==> config.mk <==
export PLATFORM = sky130hd
export DESIGN_NAME = mem_arbiter
export DESIGN_NICKNAME = d
export VERILOG_FILES = /design/src/rtl/mem_arbiter_pkg.sv /design/src/rtl/mem_arbiter_pick.sv /design/src/rtl/mem_arbiter.sv
export SDC_FILE = /design/constraint.sdc
export NUM_CORES = 1
export LEC_CHECK = 0
export ABC_AREA = 1
export CORE_AREA = 2 2 84 86
export CTS_CLUSTER_DIAMETER = 40
export CTS_CLUSTER_SIZE = 10
export DETAILED_ROUTE_END_ITERATION = 16
export DIE_AREA = 0 0 86 88
export PLACE_DENSITY = 0.84
export SLEW_MARGIN = 10
export SYNTH_ARGS = -nofsm -noshare
export SYNTH_HDL_FRONTEND = slang
export SYNTH_HIERARCHICAL = 1
export SYNTH_SLANG_ARGS = --single-unit
export TNS_END_PERCENT = 20
==> constraint.sdc <==
create_clock -name clk -period 2.7 [get_ports clk]
set_input_delay 0.405 -clock clk [delete_from_list [all_inputs] [get_ports clk]]
set_output_delay 0.405 -clock clk [all_outputs]
set_load 0.03 [all_outputs]
==> src/rtl/mem_arbiter_pkg.sv <==
// mem_arbiter_pkg
//   Shared definitions for the main-memory arbiter:
//   - port IDs (fetch, data, debug, none)
//   - FSM state encoding
//   - a helper that turns a port ID into a one-hot acknowledge vector
package mem_arbiter_pkg;

    localparam logic [1:0] ARB_FETCH = 2'd0;
    localparam logic [1:0] ARB_DATA  = 2'd1;
    localparam logic [1:0] ARB_DEBUG = 2'd2;
    localparam logic [1:0] ARB_NONE  = 2'd3;

    typedef enum logic [1:0] {
        ARB_IDLE   = 2'd0,
        ARB_ACCESS = 2'd1,
        ARB_RESP   = 2'd2
    } arb_state_e;

    // One-hot port vector for a port ID; ARB_NONE maps to all zeros.
    function automatic logic [2:0] port_onehot(input logic [1:0] id);
        logic [2:0] v;
        v = 3'b000;
        if (id != ARB_NONE) v[id] = 1'b1;
        return v;
    endfunction

endpackage

==> src/rtl/mem_arbiter_pick.sv <==
// arb_pick
//   Purely combinational priority picker for the memory arbiter.
//   Ports:
//     req        in  3  per-port request level
//     starve_hit in  1  debug port has waited STARVE_LIMIT grants
//     winner     out 2  winning port ID (ARB_NONE when no request)
//     valid      out 1  at least one request present
//   Priority: data (1) > fetch (0) > debug (2), unless the starvation
//   override is active, in which case a pending debug request wins.
module arb_pick
    import mem_arbiter_pkg::*;
(
    input  logic [2:0] req,
    input  logic       starve_hit,
    output logic [1:0] winner,
    output logic       valid
);

    always_comb begin
        winner = ARB_NONE;
        valid  = |req;
        if (starve_hit && req[2]) begin
            winner = ARB_DEBUG;
        end else if (req[1]) begin
            winner = ARB_DATA;
        end else if (req[0]) begin
            winner = ARB_FETCH;
        end else if (req[2]) begin
            winner = ARB_DEBUG;
        end
    end

endmodule

==> src/rtl/mem_arbiter.sv <==
// mem_arbiter
//   Serialises accesses from three requesters (0 = fetch, 1 = data,
//   2 = debug/loader) onto a single-port memory, holding mem_en for
//   LATENCY cycles per access and pulsing ack to the served port.
//   Ports:
//     clk, rst_n            clock, async active-low reset
//     req/we [2:0]          per-port request level / write enable
//     addr, wdata           per-port address / write data, packed by port
//     ack [2:0]             one-cycle pulse to the served port
//     rdata                 data of the last completed read
//     busy                  high in ACCESS and RESP
//     grant_id              port being served, 3 when idle
//     mem_en/mem_we/...     memory strobe, write strobe, address, data
//     mem_rdata             memory read data (valid in last ACCESS cycle)
//     state_dbg             current FSM state, for observation
//   Handshake: a port holds req high until it sees its ack pulse; the
//   access parameters are sampled only at the granting edge, and the
//   ack cycle ignores req so a held request re-arbitrates one cycle later.
module mem_arbiter
    import mem_arbiter_pkg::*;
#(
    parameter int ADDR_W       = 8,
    parameter int DATA_W       = 16,
    parameter int LATENCY      = 1,
    parameter int STARVE_LIMIT = 4
) (
    input  logic                clk,
    input  logic                rst_n,
    input  logic [2:0]          req,
    input  logic [2:0]          we,
    input  logic [3*ADDR_W-1:0] addr,
    input  logic [3*DATA_W-1:0] wdata,
    output logic [2:0]          ack,
    output logic [DATA_W-1:0]   rdata,
    output logic                busy,
    output logic [1:0]          grant_id,
    output logic                mem_en,
    output logic                mem_we,
    output logic [ADDR_W-1:0]   mem_addr,
    output logic [DATA_W-1:0]   mem_wdata,
    input  logic [DATA_W-1:0]   mem_rdata,
    output arb_state_e          state_dbg
);

    localparam int CNT_W = (LATENCY > 1) ? $clog2(LATENCY) : 1;
    localparam int STV_W = $clog2(STARVE_LIMIT + 1);
    localparam logic [CNT_W-1:0] CNT_LOAD  = CNT_W'(LATENCY - 1);
    localparam logic [STV_W-1:0] STV_LIMIT = STV_W'(STARVE_LIMIT);

    arb_state_e        state_q, state_d;
    logic [CNT_W-1:0]  cnt_q, cnt_d;
    logic [STV_W-1:0]  starve_q, starve_d;
    logic [1:0]        grant_q, grant_d;
    logic              we_q, we_d;
    logic [ADDR_W-1:0] addr_q, addr_d;
    logic [DATA_W-1:0] wdata_q, wdata_d;
    logic [DATA_W-1:0] rdata_q, rdata_d;

    logic [1:0] winner;
    logic       win_valid;
    logic       starve_hit;

    assign starve_hit = (starve_q == STV_LIMIT);

    arb_pick u_pick (
        .req        (req),
        .starve_hit (starve_hit),
        .winner     (winner),
        .valid      (win_valid)
    );

    always_comb begin
        state_d  = state_q;
        cnt_d    = cnt_q;
        starve_d = starve_q;
        grant_d  = grant_q;
        we_d     = we_q;
        addr_d   = addr_q;
        wdata_d  = wdata_q;
        rdata_d  = rdata_q;

        case (state_q)
            ARB_IDLE: begin
                if (win_valid) begin
                    state_d = ARB_ACCESS;
                    grant_d = winner;
                    cnt_d   = CNT_LOAD;
                    we_d    = we[winner];
                    addr_d  = addr[int'(winner)*ADDR_W +: ADDR_W];
                    wdata_d = wdata[int'(winner)*DATA_W +: DATA_W];
                end
            end
            ARB_ACCESS: begin
                if (cnt_q == '0) begin
                    if (!we_q) rdata_d = mem_rdata;
                    state_d = ARB_RESP;
                end else begin
                    cnt_d = cnt_q - 1'b1;
                end
            end
            ARB_RESP: begin
                state_d = ARB_IDLE;
                grant_d = ARB_NONE;
            end
            default: begin
                state_d = ARB_IDLE;
                grant_d = ARB_NONE;
            end
        endcase

        // The starve count only means something while debug is waiting:
        // it clears whenever debug is not requesting or is itself granted.
        if (!req[2]) begin
            starve_d = '0;
        end else if (state_q == ARB_IDLE && win_valid) begin
            if (winner == ARB_DEBUG) begin
                starve_d = '0;
            end else if (starve_q != STV_LIMIT) begin
                starve_d = starve_q + 1'b1;
            end
        end
    end

    always_ff @(posedge clk or negedge rst_n) begin
        if (!rst_n) begin
            state_q  <= ARB_IDLE;
            cnt_q    <= '0;
            starve_q <= '0;
            grant_q  <= ARB_NONE;
            we_q     <= 1'b0;
            addr_q   <= '0;
            wdata_q  <= '0;
            rdata_q  <= '0;
        end else begin
            state_q  <= state_d;
            cnt_q    <= cnt_d;
            starve_q <= starve_d;
            grant_q  <= grant_d;
            we_q     <= we_d;
            addr_q   <= addr_d;
            wdata_q  <= wdata_d;
            rdata_q  <= rdata_d;
        end
    end

    // Strobes decode straight from the state register so an async reset
    // drops them in the same instant.
    assign mem_en    = (state_q == ARB_ACCESS);
    assign mem_we    = mem_en & we_q;
    assign mem_addr  = addr_q;
    assign mem_wdata = wdata_q;
    assign ack       = (state_q == ARB_RESP) ? port_onehot(grant_q) : 3'b000;
    assign rdata     = rdata_q;
    assign busy      = (state_q != ARB_IDLE);
    assign grant_id  = grant_q;
    assign state_dbg = state_q;

endmodule

==> impl_metrics.prom, run 1 <==
# TYPE chip_impl_metric gauge
chip_impl_metric{name="multi_input_comb_area",unit="µm²"} 1200
chip_impl_info{name="cpLargestDelayFamily",value="buffers and inverters"} 1
chip_impl_metric{name="initial_core_util",unit="%"} 41.5
chip_impl_info{name="holdCritPathClass",value="input port to async pin"} 1
chip_impl_metric{name="gr_util_met1",unit="%"} 24.9
chip_impl_info{name="timing.critical_path.from",value="state_dbg[0]"} 1
chip_impl_metric{name="gr-usage-all-layers",unit="%"} 21.7
chip_impl_metric{name="dp_hpwl",unit="µm"} 6070
chip_impl_metric{name="fin_skew",unit="ns"} 0.00681
chip_impl_info{name="timing.critical_path.from_type",value="flop"} 1
chip_impl_metric{name="drt_first_iter_violations",unit=""} 147
chip_impl_metric{name="path_max_fanout",unit=""} 5
chip_impl_metric{name="post_layout_nonfiller_instances",unit=""} 646
chip_impl_info{name="clk_root_buffer_cell",value="clkbuf_8"} 1
chip_impl_metric{name="dp.cells",unit=""} 638
chip_impl_metric{name="synth-compound-area-share",unit="%"} 0.726
chip_impl_metric{name="worst-slew-pin-transition",unit="ns"} 1.03
chip_impl_info{name="grt_setup_unrepaired",value="false"} 1
chip_impl_metric{name="die_area",unit="µm²"} 7570
chip_impl_metric{name="totalNegativeSetupSlack",unit="ns"} 0
chip_impl_metric{name="routed-via-count",unit=""} 3038
chip_impl_metric{name="floorplan.core_area",unit="µm²"} 6640
chip_impl_metric{name="report.final.slew_viol_count",unit=""} 0
chip_impl_metric{name="nFillCells",unit=""} 589
chip_impl_metric{name="port_buffers",unit=""} 145
chip_impl_metric{name="avgViaCountPerCell",unit=""} 4.70
chip_impl_metric{name="grt_use_met2",unit="%"} 38.8
chip_impl_info{name="reg2reg_from",value="starve_q[0]"} 1
chip_impl_metric{name="synth_simple_gate_area_share",unit="%"} 42.0
chip_impl_metric{name="period_needed",unit="ns"} 2.38
chip_impl_metric{name="post_cts_resized",unit=""} 0
chip_impl_metric{name="routedWlPerCell",unit="µm"} 12.3
chip_impl_info{name="globalRoute.busiestLayer",value="met2"} 1
chip_impl_metric{name="leakage_power_figure",unit="nW"} 2.33
chip_impl_metric{name="cap_viol_max_count",unit=""} 0
chip_impl_metric{name="drt_pre_antenna_iters",unit=""} 4
chip_impl_metric{name="post-cts-setup-buffer-count",unit=""} 0
chip_impl_metric{name="synthesized_net_count",unit=""} 523
chip_impl_metric{name="post-synth-top-area-fraction",unit="%"} 41.7
chip_impl_metric{name="synth.mux.area_fraction",unit="%"} 0
chip_impl_metric{name="worstPathArrival",unit="ns"} 1.97
chip_impl_metric{name="number_of_inserted_diodes",unit=""} 0
chip_impl_metric{name="finish.net_count",unit=""} 663
chip_impl_metric{name="report.final.setup_viol",unit=""} 0
chip_impl_info{name="crit_path_end_kind",value="output pin"} 1
chip_impl_metric{name="globalplace.congestion",unit=""} 0.821
chip_impl_metric{name="finalHoldViolations",unit=""} 0
chip_impl_metric{name="placed_standard_cell_area",unit="µm²"} 4250
chip_impl_info{name="synth_area_leaders",value="dfrtp_1 (42%), nand2_1 (31%), inv_1 (8.4%)"} 1
chip_impl_metric{name="antenna_violations_before_repair",unit=""} 0
chip_impl_metric{name="power_density",unit="nW/µm²"} 993
chip_impl_metric{name="clock_insertion_delay_worst_skew",unit="ns"} 0.29
chip_impl_metric{name="max-clock-path-buffers",unit=""} 2
chip_impl_metric{name="yosys.area_share.adder",unit="%"} 0.907
chip_impl_metric{name="wirelength",unit="µm"} 7950
chip_impl_metric{name="global_route.usage.met3",unit="%"} 5.37
chip_impl_metric{name="post_synth_xor_area_fraction",unit="%"} 0
chip_impl_metric{name="final-seq-area",unit="µm²"} 1200
chip_impl_metric{name="postSynthCellCount",unit=""} 425
chip_impl_metric{name="timing.critical_path.buf_inv",unit=""} 2
chip_impl_metric{name="fmax",unit="MHz"} 420
chip_impl_metric{name="finalCritPeriodShare",unit="%"} 88.1
chip_impl_metric{name="postSynthRegisterBits",unit=""} 48
chip_impl_info{name="crit_chain",value="inv_1, nand2_1, nor3_1, clkdlybuf4s50_1"} 1
chip_impl_metric{name="final.setup.worst_slack",unit="ns"} 0.322
chip_impl_metric{name="max_stage_delay",unit="ns"} 0.72
chip_impl_metric{name="p_total",unit="mW"} 4.31
chip_impl_info{name="tritoncts",value="built"} 1
chip_impl_metric{name="cts-htree-levels",unit=""} 2
chip_impl_metric{name="grt_max_degree",unit=""} 48
chip_impl_info{name="slowest_stage",value="clkdlybuf4s50_1"} 1
chip_impl_metric{name="synth_warnings",unit=""} 6
chip_impl_metric{name="final_antenna_net_count",unit=""} 0
chip_impl_metric{name="finalInstanceArea",unit="µm²"} 4340
chip_impl_metric{name="tritoncts.num_buffers",unit=""} 5
chip_impl_metric{name="worst-endpoint-required",unit="ns"} 2.30
chip_impl_metric{name="synthToLayoutAreaGrowth",unit="%"} 57.1
chip_impl_metric{name="drive_above_1_share",unit="%"} 4.24
chip_impl_metric{name="max_slew_margin",unit="%"} 31.2
chip_impl_metric{name="yosysSeqAreaShare",unit="%"} 43.6
chip_impl_metric{name="syn-mean-instance-area",unit="µm²"} 6.49
chip_impl_info{name="setup.worst_path.class",value="flop to output pin"} 1
chip_impl_metric{name="ctsHoldBuffers",unit=""} 0
chip_impl_metric{name="final_core_util",unit="%"} 65.3
chip_impl_metric{name="global_route.overflow_total",unit=""} 0
chip_impl_metric{name="hold-worst-slack",unit="ns"} 0.276
chip_impl_info{name="synth_area_leader_cell",value="dfrtp_1"} 1
chip_impl_metric{name="chipWidth",unit="µm"} 86
chip_impl_metric{name="top_level_port_count",unit=""} 146
chip_impl_metric{name="clock_sink_count",unit=""} 48
chip_impl_metric{name="worst_ir_drop_vdd",unit="mV"} 0.649
chip_impl_info{name="dominant_combinational_cell_family_by_area_after_synthesis",value="simple AND/OR/NAND/NOR gates"} 1
chip_impl_metric{name="first_global_vias",unit=""} 2986
chip_impl_metric{name="route.detailed.drc",unit=""} 0
chip_impl_metric{name="synth.cell_area",unit="µm²"} 2760
chip_impl_metric{name="row_count",unit=""} 30
chip_impl_metric{name="pre_cts_slack",unit="ns"} 0.367
chip_impl_info{name="outcome",value="finished clean"} 1
chip_impl_metric{name="synth_cell_type_count",unit=""} 20
chip_impl_metric{name="wire_length_of_the_first_global_routing_pass",unit="µm"} 13000
chip_impl_metric{name="floorplan.die.height",unit="µm"} 88
chip_impl_metric{name="clk_pin_slew_worst_paths",unit="ns"} 0.08
final timing paths:
check,to,slack (ns),cells after the start
setup / recovery,ack[0],0.32,4
hold / removal,mem_wdata[14],0.28,1
setup reg to reg,mem_wdata[5],0.57,14
hold reg to reg,rdata[11],0.47,2
max in group asynchronous,grant_id[0],1.69,2
min in group clk,rdata[11],0.47,2
Yosys cell counts:
cell and number:
a21oi_1 3, buf_2 9, buf_4 4, buf_6 1, clkbuf_1 3, clkinv_1 1, dfrtp_1 46, dfstp_2 2
ha_1 2, inv_1 62, inv_2 3, inv_4 1, nand2_1 225, nand2_2 4, nand3_1 45, nor2_1 7
nor2_2 1, nor2_4 1, nor3_1 4, o21ai_0 1
layout by cell type, fill, tap and decap left out, drive strengths merged:
master / n
a21oi: 3
buf: 6
clkbuf: 8
clkdlybuf4s50: 144
clkinv: 1
dfrtp: 46
dfstp: 2
ha: 2
inv: 66
nand2: 229
nand3: 45
nor2: 9
nor3: 4
o21ai: 1
layer usage:
layer | wire [µm] | vias to the layer above
met1 | 3230 | 1370
li1 | - | 1529
met2 | 4000 | 120
met5 | 0 | -
met4 | 201 | 0
met3 | 521 | 19
area by class of cell:
cell class                      instances  share of cell area, %
Tap cell                               80                   2.31
Multi-Input combinational cell        293                   27.8
Sequential cell                        48                   27.8
Timing Repair Buffer                  150                   34.2
Clock buffer                            8                   2.08
Inverter                               67                   5.86
report_power, final:
| part | internal, mW | switching (mW) | leakage, nW |
|---|---|---|---|
| clock | 0.209 | 0.216 | 0.0455 |
| sequential | 1.08 | 0.214 | 0.594 |
| combinational | 1.01 | 1.58 | 1.70 |
| total | 2.29 | 2.01 | 2.33 |
sequential cells by signal, indices dropped and copies added, names as in the netlist:
register   count
state_dbg      2
grant_id       2
starve_q       3
mem_addr       8
rdata         16
mem_wdata     16
we_q           1
kinds of logic after synthesis:
| family | Yosys count |
|---|---|
| AOI/OAI and AO/OA | 4 |
| DFF | 48 |
| and+or+nand+nor | 287 |
| buffers and inverters | 84 |
| adders and majority gates | 2 |
Note: power is estimated with default switching activity, not from simulation.
==> run 2: changes to the inputs <==
--- a/config.mk
+++ b/config.mk
@@ -12,6 +12,7 @@
 export DETAILED_ROUTE_END_ITERATION = 16
 export DIE_AREA = 0 0 86 88
 export PLACE_DENSITY = 0.84
+export SKIP_LAST_GASP = 1
 export SLEW_MARGIN = 10
 export SYNTH_ARGS = -nofsm -noshare
 export SYNTH_HDL_FRONTEND = slang
==> results of run 2 <==
Final layout, timing and power as in run 1 (identical DEF).
